$ cat config.mk
export PLATFORM = sky130hd
export DESIGN_NAME = duty_table_writer
export DESIGN_NICKNAME = d
export VERILOG_FILES = /design/src/rtl/duty_table_pkg.sv /design/src/rtl/duty_table_fill_gen.sv /design/src/rtl/duty_table_writer.sv
export SDC_FILE = /design/constraint.sdc
export NUM_CORES = 1
export LEC_CHECK = 0
export BUFFER_PORTS_ARGS = -buffer_cell sky130_fd_sc_hd__buf_4
export CAP_MARGIN = 20
export CORE_ASPECT_RATIO = 1.25
export CORE_UTILIZATION = 44
export CTS_BUF_LIST = sky130_fd_sc_hd__clkbuf_16
export CTS_CLUSTER_SIZE = 24
export DETAILED_ROUTE_END_ITERATION = 8
export GPL_TIMING_DRIVEN = 0
export PLACE_DENSITY_LB_ADDON = 0.3
export SLEW_MARGIN = 15
export SYNTH_ARGS = -nofsm -noshare
export SYNTH_HDL_FRONTEND = slang
export SYNTH_SLANG_ARGS = --single-unit
$ cat constraint.sdc
create_clock -name clk_i -period 2.19 [get_ports clk_i]
set_input_delay 0.438 -clock clk_i [delete_from_list [all_inputs] [get_ports clk_i]]
set_output_delay 0.438 -clock clk_i [all_outputs]
set_load 0.05 [all_outputs]
$ cat src/rtl/duty_table_pkg.sv
// ---------------------------------------------------------------------------
// duty_table_pkg
// Shared constants and types for the duty-table write engine.
//   - Geometry of the 64 KiB x 8-bit duty table. It is stored as 32768 words,
//     and each word holds two entries.
//   - Host bus region codes and the control address of the page register.
//   - Fill engine state type and the ramp data helper.
// The fill engine is only built when DUTY_TABLE_FILL_EN is defined.
// ---------------------------------------------------------------------------
package duty_table_pkg;

  localparam int BUS_ADDR_W        = 14;
  localparam int PAGE_W            = 1;
  localparam int DUTY_TABLE_WORDS  = 32768;
  localparam int DUTY_TABLE_ADDR_W = 15;

  localparam logic [1:0]            SEL_TABLE = 2'b11;
  localparam logic [1:0]            SEL_CTL   = 2'b00;
  localparam logic [BUS_ADDR_W-1:0] PAGE_REG  = 14'h010;

  localparam logic [DUTY_TABLE_ADDR_W-1:0] LAST_WORD = 15'(DUTY_TABLE_WORDS - 1);
  localparam logic [7:0]                   DROP_MAX  = 8'hFF;

  typedef enum logic [1:0] {
    IDLE    = 2'd0,
    FILL    = 2'd1,
    DONE_ST = 2'd2
  } fill_state_t;

  // Ramp data for word w. Entry i receives the value i[15:8].
  // Both entries of word w have indices 2w and 2w+1, and the two indices share
  // the same upper byte w[14:7]. The word is therefore that byte written twice.
  function automatic logic [15:0] rampWord(input logic [DUTY_TABLE_ADDR_W-1:0] w);
    return {w[14:7], w[14:7]};
  endfunction

endpackage

$ cat src/rtl/duty_table_fill_gen.sv
// ---------------------------------------------------------------------------
// duty_table_fill_gen
// Hardware fill engine. It overwrites the whole duty table, one word per clock.
// The module is only compiled when DUTY_TABLE_FILL_EN is defined.
// Ports:
//   clk_i, rst_ni     clock and asynchronous active-low reset
//   fill_start_i      start pulse. It is ignored unless the FSM is idle.
//   fill_mode_i       0 = constant fill_value_i, 1 = ramp. Latched at start.
//   fill_value_i      constant used in mode 0. Latched at start.
//   busy_o            high while words are being generated
//   done_o            one-cycle pulse after the last word was presented
//   fill_we_o         registered write request toward the table port
//   fill_addr_o       registered word address
//   fill_din_o        registered word data
// ---------------------------------------------------------------------------
`ifdef DUTY_TABLE_FILL_EN
module duty_table_fill_gen
  import duty_table_pkg::*;
(
  input  logic                         clk_i,
  input  logic                         rst_ni,
  input  logic                         fill_start_i,
  input  logic                         fill_mode_i,
  input  logic [7:0]                   fill_value_i,
  output logic                         busy_o,
  output logic                         done_o,
  output logic                         fill_we_o,
  output logic [DUTY_TABLE_ADDR_W-1:0] fill_addr_o,
  output logic [15:0]                  fill_din_o
);

  fill_state_t                  state_q;
  logic [DUTY_TABLE_ADDR_W-1:0] word_q;
  logic                         mode_q;
  logic [7:0]                   value_q;
  logic                         busy_q;
  logic                         done_q;
  logic                         we_q;
  logic [DUTY_TABLE_ADDR_W-1:0] addr_q;
  logic [15:0]                  din_q;

  // The write request is registered one cycle behind the FSM. busy_q therefore
  // leads fill_we_o by one clock. A host write seen in the cycle that starts a
  // fill still owns the next output slot, and every host write sampled while
  // busy is refused. Because of this the host path and the fill path can never
  // drive the table port in the same cycle.
  always_ff @(posedge clk_i or negedge rst_ni) begin
    if (!rst_ni) begin
      state_q <= IDLE;
      word_q  <= '0;
      mode_q  <= 1'b0;
      value_q <= '0;
      busy_q  <= 1'b0;
      done_q  <= 1'b0;
      we_q    <= 1'b0;
      addr_q  <= '0;
      din_q   <= '0;
    end else begin
      we_q   <= 1'b0;
      done_q <= 1'b0;
      case (state_q)
        IDLE: begin
          if (fill_start_i) begin
            state_q <= FILL;
            word_q  <= '0;
            mode_q  <= fill_mode_i;
            value_q <= fill_value_i;
            busy_q  <= 1'b1;
          end
        end
        FILL: begin
          we_q   <= 1'b1;
          addr_q <= word_q;
          din_q  <= mode_q ? rampWord(word_q) : {value_q, value_q};
          if (word_q == LAST_WORD) begin
            state_q <= DONE_ST;
            busy_q  <= 1'b0;
          end else begin
            word_q <= word_q + 1'b1;
          end
        end
        DONE_ST: begin
          // The last word is on the port during this state, so the pulse
          // lands in the cycle after that word is written.
          done_q  <= 1'b1;
          state_q <= IDLE;
        end
        default: begin
          state_q <= IDLE;
          busy_q  <= 1'b0;
        end
      endcase
    end
  end

  assign busy_o      = busy_q;
  assign done_o      = done_q;
  assign fill_we_o   = we_q;
  assign fill_addr_o = addr_q;
  assign fill_din_o  = din_q;

endmodule
`endif

$ cat src/rtl/duty_table_writer.sv
// ---------------------------------------------------------------------------
// duty_table_writer
// Write-side engine for the duty table BRAM. It performs three jobs:
//   - It turns host bus writes into writes on the 16-bit table port.
//   - It holds the page register that selects the upper half of the table.
//   - It optionally hosts the fill engine. This requires DUTY_TABLE_FILL_EN.
//     Without that macro the fill inputs are ignored and
//     busy_o, done_o and drop_cnt_o stay at zero.
// Ports:
//   clk_i, rst_ni     clock and asynchronous active-low reset
//   bus_en_i          host access strobe
//   bus_we_i          host write enable
//   bus_sel_i         host region select
//   bus_addr_i        host word address
//   bus_data_i        write data. [7:0] is the even entry, [15:8] the odd entry.
//   fill_start_i      fill engine start pulse
//   fill_mode_i       fill mode (0 constant, 1 ramp)
//   fill_value_i      constant for mode 0
//   tbl_we_o          table write enable
//   tbl_addr_o        table word address {page, bus address}
//   tbl_din_o         table word data
//   page_o            current page register
//   busy_o            fill engine active
//   done_o            fill completion pulse
//   drop_cnt_o        saturating count of host table writes refused while busy
// ---------------------------------------------------------------------------
module duty_table_writer
  import duty_table_pkg::*;
(
  input  logic                         clk_i,
  input  logic                         rst_ni,
  input  logic                         bus_en_i,
  input  logic                         bus_we_i,
  input  logic [1:0]                   bus_sel_i,
  input  logic [BUS_ADDR_W-1:0]        bus_addr_i,
  input  logic [15:0]                  bus_data_i,
  input  logic                         fill_start_i,
  input  logic                         fill_mode_i,
  input  logic [7:0]                   fill_value_i,
  output logic                         tbl_we_o,
  output logic [DUTY_TABLE_ADDR_W-1:0] tbl_addr_o,
  output logic [15:0]                  tbl_din_o,
  output logic [PAGE_W-1:0]            page_o,
  output logic                         busy_o,
  output logic                         done_o,
  output logic [7:0]                   drop_cnt_o
);

  logic                         hostTblWr;
  logic                         pageWr;
  logic                         fillBusy;
  logic                         fillDone;
  logic                         fillWe;
  logic [DUTY_TABLE_ADDR_W-1:0] fillAddr;
  logic [15:0]                  fillDin;

  logic                         hostWe_q,   hostWe_d;
  logic [DUTY_TABLE_ADDR_W-1:0] hostAddr_q, hostAddr_d;
  logic [15:0]                  hostDin_q,  hostDin_d;
  logic [PAGE_W-1:0]            page_q,     page_d;
  logic [7:0]                   dropCnt_q,  dropCnt_d;

  assign hostTblWr = bus_en_i & bus_we_i & (bus_sel_i == SEL_TABLE);
  assign pageWr    = bus_en_i & bus_we_i & (bus_sel_i == SEL_CTL) & (bus_addr_i == PAGE_REG);

`ifdef DUTY_TABLE_FILL_EN
  duty_table_fill_gen u_fill_gen (
    .clk_i        (clk_i),
    .rst_ni       (rst_ni),
    .fill_start_i (fill_start_i),
    .fill_mode_i  (fill_mode_i),
    .fill_value_i (fill_value_i),
    .busy_o       (fillBusy),
    .done_o       (fillDone),
    .fill_we_o    (fillWe),
    .fill_addr_o  (fillAddr),
    .fill_din_o   (fillDin)
  );
`else
  logic unusedFillInputs;
  assign unusedFillInputs = ^{fill_start_i, fill_mode_i, fill_value_i};
  assign fillBusy = 1'b0;
  assign fillDone = 1'b0;
  assign fillWe   = 1'b0;
  assign fillAddr = '0;
  assign fillDin  = '0;
`endif

  // Next-state logic for the host path, the page register and the drop counter.
  // A table write in the same cycle as a page write still uses the old page,
  // because page_q only changes at the next edge.
  always_comb begin
    hostWe_d   = hostTblWr & ~fillBusy;
    hostAddr_d = hostAddr_q;
    hostDin_d  = hostDin_q;
    if (hostWe_d) begin
      hostAddr_d = {page_q, bus_addr_i};
      hostDin_d  = bus_data_i;
    end
    page_d = pageWr ? bus_data_i[PAGE_W-1:0] : page_q;
    dropCnt_d = dropCnt_q;
    if (hostTblWr && fillBusy && (dropCnt_q != DROP_MAX)) begin
      dropCnt_d = dropCnt_q + 8'd1;
    end
  end

  always_ff @(posedge clk_i or negedge rst_ni) begin
    if (!rst_ni) begin
      hostWe_q   <= 1'b0;
      hostAddr_q <= '0;
      hostDin_q  <= '0;
      page_q     <= '0;
      dropCnt_q  <= '0;
    end else begin
      hostWe_q   <= hostWe_d;
      hostAddr_q <= hostAddr_d;
      hostDin_q  <= hostDin_d;
      page_q     <= page_d;
      dropCnt_q  <= dropCnt_d;
    end
  end

  // Both sources are registered, so this mux only steers the port.
  // The fill engine's one-cycle lag means the two sources never both request.
  assign tbl_we_o   = fillWe | hostWe_q;
  assign tbl_addr_o = fillWe ? fillAddr : hostAddr_q;
  assign tbl_din_o  = fillWe ? fillDin  : hostDin_q;
  assign page_o     = page_q;
  assign busy_o     = fillBusy;
  assign done_o     = fillDone;
  assign drop_cnt_o = dropCnt_q;

endmodule

==> impl_metrics.py, run 1 <==
metrics = {
    "outcome": {
        "status": "complete, no violations",
    },
    "detailed_routing": {
        "drt_iter0_markers": 28,
        "vias": 1202,
        "totalWireLength_mm": 2.93,
        "drc_errors": 0,
        "wl_per_cell_um": 10.7,
        "drtPass1Iterations": 4,
        "vias_per_cell": 4.40,
        "ant_nets": 0,
    },
    "grt": {
        "grt_pass1_wl_mm": 4.80,
        "grt_pass1_vias": 1133,
        "grt_max_degree": 34,
        "antenna_found_initial": 0,
        "grt_overflow_total": 0,
        "grtUsageTotal_pct": 19.9,
    },
    "cts": {
        "root_buffer": "clkbuf_16",
        "htreeDepth": 2,
        "cts_tree": "built",
        "clk_latency_ns": 0.27,
        "cts_resized": 0,
        "cts_max_path_buffers": 2,
        "postCtsHoldBufs": 0,
        "cts.sinks": 33,
        "post_cts_buffers": 0,
        "clk_pin_slew_ns": 0.05,
        "numCtsBuffers": 5,
    },
    "power": {
        "switching_power_uw": 814,
        "pwr-share-comb_pct": 35.7,
        "swShare_pct": 37.6,
        "clockPowerShare_pct": 28.7,
        "ir_drop_mv": 0.818,
        "p_total_mw": 2.16,
        "seq_power_share_pct": 35.6,
        "cellInternalPower_mw": 1.35,
        "powerDensity_nw_per_um2": 1040,
        "p_leak_nw": 1.22,
    },
    "die": {
        "die_h_um": 64.1,
        "fp.coreArea_um2": 2950,
        "start_util_pct": 46.0,
        "ios": 89,
        "die_area_um2": 3310,
        "die_w_um": 51.7,
        "num_rows": 22,
    },
    "placed_design": {
        "port_buffers": 68,
        "gp_congestion": 0.714,
        "placed_cells": 265,
        "hpwl_mm": 2.26,
    },
    "setup_path": {
        "reg2reg_depth": 1,
        "crit_buf_inv": 1,
        "timing.rr.end": "page_o$_DFFE_PN0P_",
        "worst_path_max_delay_cell": "nor4b_1",
        "rr_startpoint": "page_o$_DFFE_PN0P_",
        "cp_max_fo": 2,
        "end_kind": "register",
        "cp-start-kind": "primary input",
        "cp_top_family": "simple AND/OR/NAND/NOR gates",
        "path_class": "in -> reg",
        "crit_chain": "buf_4, nor4b_1, and3_1, nand4_1, mux2_1",
        "regToRegSetupSlack_ns": 1.40,
        "cp_data_required_time_ns": 2.34,
        "crit_path_max_incr_delay_ns": 0.33,
        "arrival_ns": 1.51,
    },
    "synth": {
        "synthCells": 152,
        "ys_warn_count": 0,
        "synth_seq_cells": 33,
        "postSynthAreaPerCell_um2": 8.92,
        "ys_types": 13,
        "ys_seq_area_share_pct": 60.9,
        "mappedNetlistArea_um2": 1360,
    },
    "timing": {
        "report.final.setup_viol": 0,
        "min_period_over_period_pct": 62.2,
        "rsz0062_at_grt": "false",
        "layout_min_cycle_time_ns": 1.36,
        "max_freq_mhz": 734,
        "drv_slew": 0,
        "hold_viol_final": 0,
        "fin_skew_ns": 0.000139,
        "finalSetupTns_ns": 0,
    },
    "cells_and_area": {
        "drive_gt1_share_pct": 37.1,
        "fin_util_pct": 70.7,
        "syn2layout_area_growth_pct": 53.5,
        "fin_cells": 273,
        "fillers": 253,
        "num-nets-final": 282,
        "insertedDiodeCount": 0,
    },
    "min_path": {
        "min_path_type": "in -> async",
    },
    "job": {
        "drv_cap": 0,
    },
}
## how the worst max path moves through the flow
| stage | end | cells after the start | from | slack, ns |
|---|---|---|---|---|
| 2_1_floorplan | page_o$_DFFE_PN0P_ | 4 | bus_addr_i[3] | 0.82 |
| 3_3_place_gp | page_o$_DFFE_PN0P_ | 5 | bus_addr_i[3] | 0.47 |
| 3_5_place_dp | page_o$_DFFE_PN0P_ | 5 | bus_addr_i[3] | 0.48 |
| 4_1_cts | page_o$_DFFE_PN0P_ | 5 | bus_addr_i[3] | 0.79 |
| 5_1_grt | page_o$_DFFE_PN0P_ | 5 | bus_addr_i[11] | 0.74 |
| 6_report | page_o$_DFFE_PN0P_ | 5 | bus_addr_i[3] | 0.83 |
## layout by cell type (no fill, tap or decap), drive strengths merged
cell	instances
buf	81
dfrtp	33
mux2	1
nand4	2
nor4	3
nor4b	1
inv	4
clkbuf	8
nand2	93
conb	10
and3	1
## cell usage after synthesis
master / number / area, um^2
buf_2: 3 / 15.0
nor4_1: 2 / 12.5
buf_4: 10 / 75.1
and3_1: 1 / 6.26
nor4b_1: 1 / 8.76
inv_2: 1 / 3.75
clkbuf_1: 3 / 11.3
nor4_4: 1 / 21.3
dfrtp_1: 33 / 826
nand2_1: 93 / 349
mux2_1: 1 / 11.3
conb_1: 1 / 3.75
nand4_1: 2 / 12.5
## routing by layer
layer | vias to the layer above | wire length (um) | global-route usage, %
met3 | 7 | 195 | 5.71
met4 | 0 | 64 | 10.1
met1 | 534 | 1130 | 21.3
met2 | 46 | 1540 | 34.4
li1 | 615 | - | -
met5 | - | 0 | 0
## registers in the layout, indices dropped and copies added (netlist names)
| signal | count |
|---|---|
| tbl_we_o | 1 |
| tbl_din_o | 16 |
| tbl_addr_o | 15 |
| page_o | 1 |
## through the flow
| step | area [um^2] | setup WS (ns) | hold slack, ns |
|---|---|---|---|
| 2_1_floorplan | 1390 | 0.823 | 0.142 |
| 3_3_place_gp | 1950 | 0.474 | 0.402 |
| 3_5_place_dp | 1950 | 0.476 | 0.395 |
| 4_1_cts | 2080 | 0.794 | 0.110 |
| 5_1_grt | 2080 | 0.736 | 0.127 |
| 6_report | 2080 | 0.828 | 0.0955 |
## kinds of logic (layout without fill, tap and decap cells)
logic type	Yosys count	count (layout)	share of synthesized area, %
multiplexers	1	1	0.830
other	1	10	0.276
buffers and inverters	17	93	7.75
flip-flops	33	33	60.9
AND/OR/NAND/NOR	100	100	30.3
## power by group through the flow
stage / registers [mW] / logic [mW] / clock network (mW)
final: 0.770 / 0.773 / 0.621
after floorplan: 1.15 / 0.139 / 0
after detailed placement: 0.780 / 0.778 / 0
after CTS: 0.771 / 0.780 / 0.640
after global routing: 0.779 / 0.813 / 0.664
after global placement: 0.775 / 0.770 / 0
## area by class of cell
cell class	count	area, um^2	area share, %
sequential	33	826	39.7
timing repair buffer	68	510	24.5
multi-input combinational	111	459	22.1
clock buffer	5	125	6.01
buffer	16	101	4.87
tap	36	45.0	2.16
clock inverter	3	11.3	0.541
inverter	1	3.75	0.180
Note: power is estimated with default switching activity, not from simulation.
==> inputs of run 2 (changes only) <==
--- a/config.mk
+++ b/config.mk
@@ -8,7 +8,7 @@
 export BUFFER_PORTS_ARGS = -buffer_cell sky130_fd_sc_hd__buf_4
 export CAP_MARGIN = 20
 export CORE_ASPECT_RATIO = 1.25
-export CORE_UTILIZATION = 44
+export CORE_UTILIZATION = 37
 export CTS_BUF_LIST = sky130_fd_sc_hd__clkbuf_16
 export CTS_CLUSTER_SIZE = 24
 export DETAILED_ROUTE_END_ITERATION = 8
==> constraint.sdc (replaced) <==
create_clock -name clk_i -period 1.1 [get_ports clk_i]
set_input_delay 0.22 -clock clk_i [delete_from_list [all_inputs] [get_ports clk_i]]
set_output_delay 0.22 -clock clk_i [all_outputs]
set_load 0.05 [all_outputs]
==> impl_metrics.py, run 2 (synthesized netlist as in run 1, its figures left out) <==
metrics = {
    "outcome": {
        "status": "complete, no violations",
    },
    "power": {
        "p_total_mw": 4.37,
        "powerDensity_nw_per_um2": 2030,
        "p_leak_nw": 1.24,
        "ir_drop_mv": 1.56,
    },
    "die": {
        "die_w_um": 56.2,
        "ios": 89,
        "die_h_um": 69.7,
        "start_util_pct": 38.9,
        "die_area_um2": 3910,
        "num_rows": 24,
        "fp.coreArea_um2": 3480,
    },
    "setup_path": {
        "arrival_ns": 1.25,
        "end_kind": "register",
        "cp-start-kind": "primary input",
        "cp_data_required_time_ns": 1.26,
        "path_class": "in -> reg",
        "cp_max_fo": 2,
    },
    "cells_and_area": {
        "fillers": 322,
        "drive_gt1_share_pct": 39.1,
        "regArea_um2": 826,
        "fin_cells": 277,
        "largest_reg_flops": 16,
        "layout_common_cells": "nand2_1 (93), buf_4 (73), dfrtp_1 (33), conb_1 (10), clkbuf_16 (5)",
        "stdcell_area_um2": 2150,
        "multi_input_comb_area_um2": 493,
        "insertedDiodeCount": 0,
        "final_common_cell": "nand2_1",
        "num-nets-final": 283,
        "syn2layout_area_growth_pct": 58.9,
    },
    "placed_design": {
        "hpwl_mm": 2.22,
        "postPlaceCellArea_um2": 1960,
        "pre_cts_ws_ns": -0.384,
        "port_buffers": 68,
        "gp_congestion": 0.740,
        "placed_cells": 268,
    },
    "detailed_routing": {
        "vias": 1203,
        "drtPass1Iterations": 4,
        "drc_errors": 0,
        "totalWireLength_mm": 3.10,
        "drt_iter0_markers": 53,
        "ant_nets": 0,
        "wl_per_cell_um": 11.2,
        "vias_per_cell": 4.34,
    },
    "cts": {
        "htreeDepth": 2,
        "cts_tree": "built",
        "post_cts_buffers": 0,
        "clk_latency_ns": 0.27,
        "clk_pin_slew_ns": 0.05,
        "root_buffer": "clkbuf_16",
        "cts.sinks": 33,
        "cts_max_path_buffers": 2,
        "numCtsBuffers": 5,
    },
    "min_path": {
        "min_path_type": "in -> reg",
    },
    "timing": {
        "fin_skew_ns": 0.00106,
        "layout_min_cycle_time_ns": 1.09,
        "layout_setup_ws_ns": 0.00710,
        "drv_slew": 0,
        "hold_viol_final": 0,
        "report.final.setup_viol": 0,
        "min_period_over_period_pct": 99.4,
        "rsz0062_at_grt": "true",
        "holdWs_ns": 0.137,
        "max_freq_mhz": 915,
    },
    "grt": {
        "grtUsageTotal_pct": 16.9,
        "grt_overflow_total": 0,
        "grt_max_degree": 34,
        "grt_pass1_vias": 1139,
        "antenna_found_initial": 0,
        "grt_pass1_wl_mm": 5.00,
    },
    "job": {
        "drv_cap": 0,
    },
}
-- run 2: cell types whose count changed in the layout (fill, tap and decap cells not counted), moves of 2 or more --
cell,change
buf_6,+4
clkinv_2,+2
inv_1,-2
buf_4,-5
-- run 2: worst max-delay path, cell delays in order --
cell and delay (ns):
buf_4 0.11, nor4_1 0.27, and3_1 0.20, nand4_1 0.13, mux2_4 0.32
-- run 2: power by group --
part	total, mW	internal [mW]	switching [mW]
Clock	1.27	0.818	0.455
Sequential	1.54	1.42	0.113
Combinational	1.56	0.468	1.09
Total	4.37	2.71	1.66
-- run 2: metal layers --
metal,wire (um),global-route usage (%)
met4,55,8.94
met5,0,0
met2,1520,27.4
met1,1270,20.0
met3,245,5.04
-- run 2: layout make-up --
| cell class | instances | area share, % |
|---|---|---|
| Multi-Input combinational cell | 111 | 22.9 |
| Clock inverter | 3 | 0.639 |
| Buffer | 16 | 4.70 |
| Tap cell | 39 | 2.26 |
| Clock buffer | 5 | 5.81 |
| Inverter | 1 | 0.174 |
| Sequential cell | 33 | 38.3 |
| Timing Repair Buffer | 69 | 25.2 |
-- run 2: stage by stage --
stage               util (%)  TNS, ns
detailed placement      56.1    -3.00
CTS                     61.1        0
global placement        56.1    -2.78
finish                  61.9        0
floorplan                  -  -0.0154
global route            61.9  -0.0187
-- run 2: final timing paths --
check / startpoint / end / slack, ns / depth (start not counted)
setup / recovery: bus_sel_i[1] / page_o$_DFFE_PN0P_ / 0.007 / 5
hold / removal: bus_data_i[14] / tbl_din_o[14]$_DFFE_PN0P_ / 0.14 / 3
setup reg to reg: page_o$_DFFE_PN0P_ / page_o$_DFFE_PN0P_ / 0.33 / 1
hold reg to reg: tbl_addr_o[0]$_DFFE_PN0P_ / tbl_addr_o[0]$_DFFE_PN0P_ / 0.47 / 2
max in group asynchronous: rst_ni / tbl_din_o[2]$_DFFE_PN0P_ / 0.38 / 2
min in group asynchronous: rst_ni / tbl_din_o[9]$_DFFE_PN0P_ / 0.42 / 2
-- run 2: timing repair --
| item | CTS | global route |
|---|---|---|
| pin swaps | 0 | 2 |
| hold buffers | 1 | 0 |
| endpoints found under the hold margin | 33 | 0 |
| resized for setup | 3 | 7 |
| endpoints found under the setup margin | 1 | 4 |
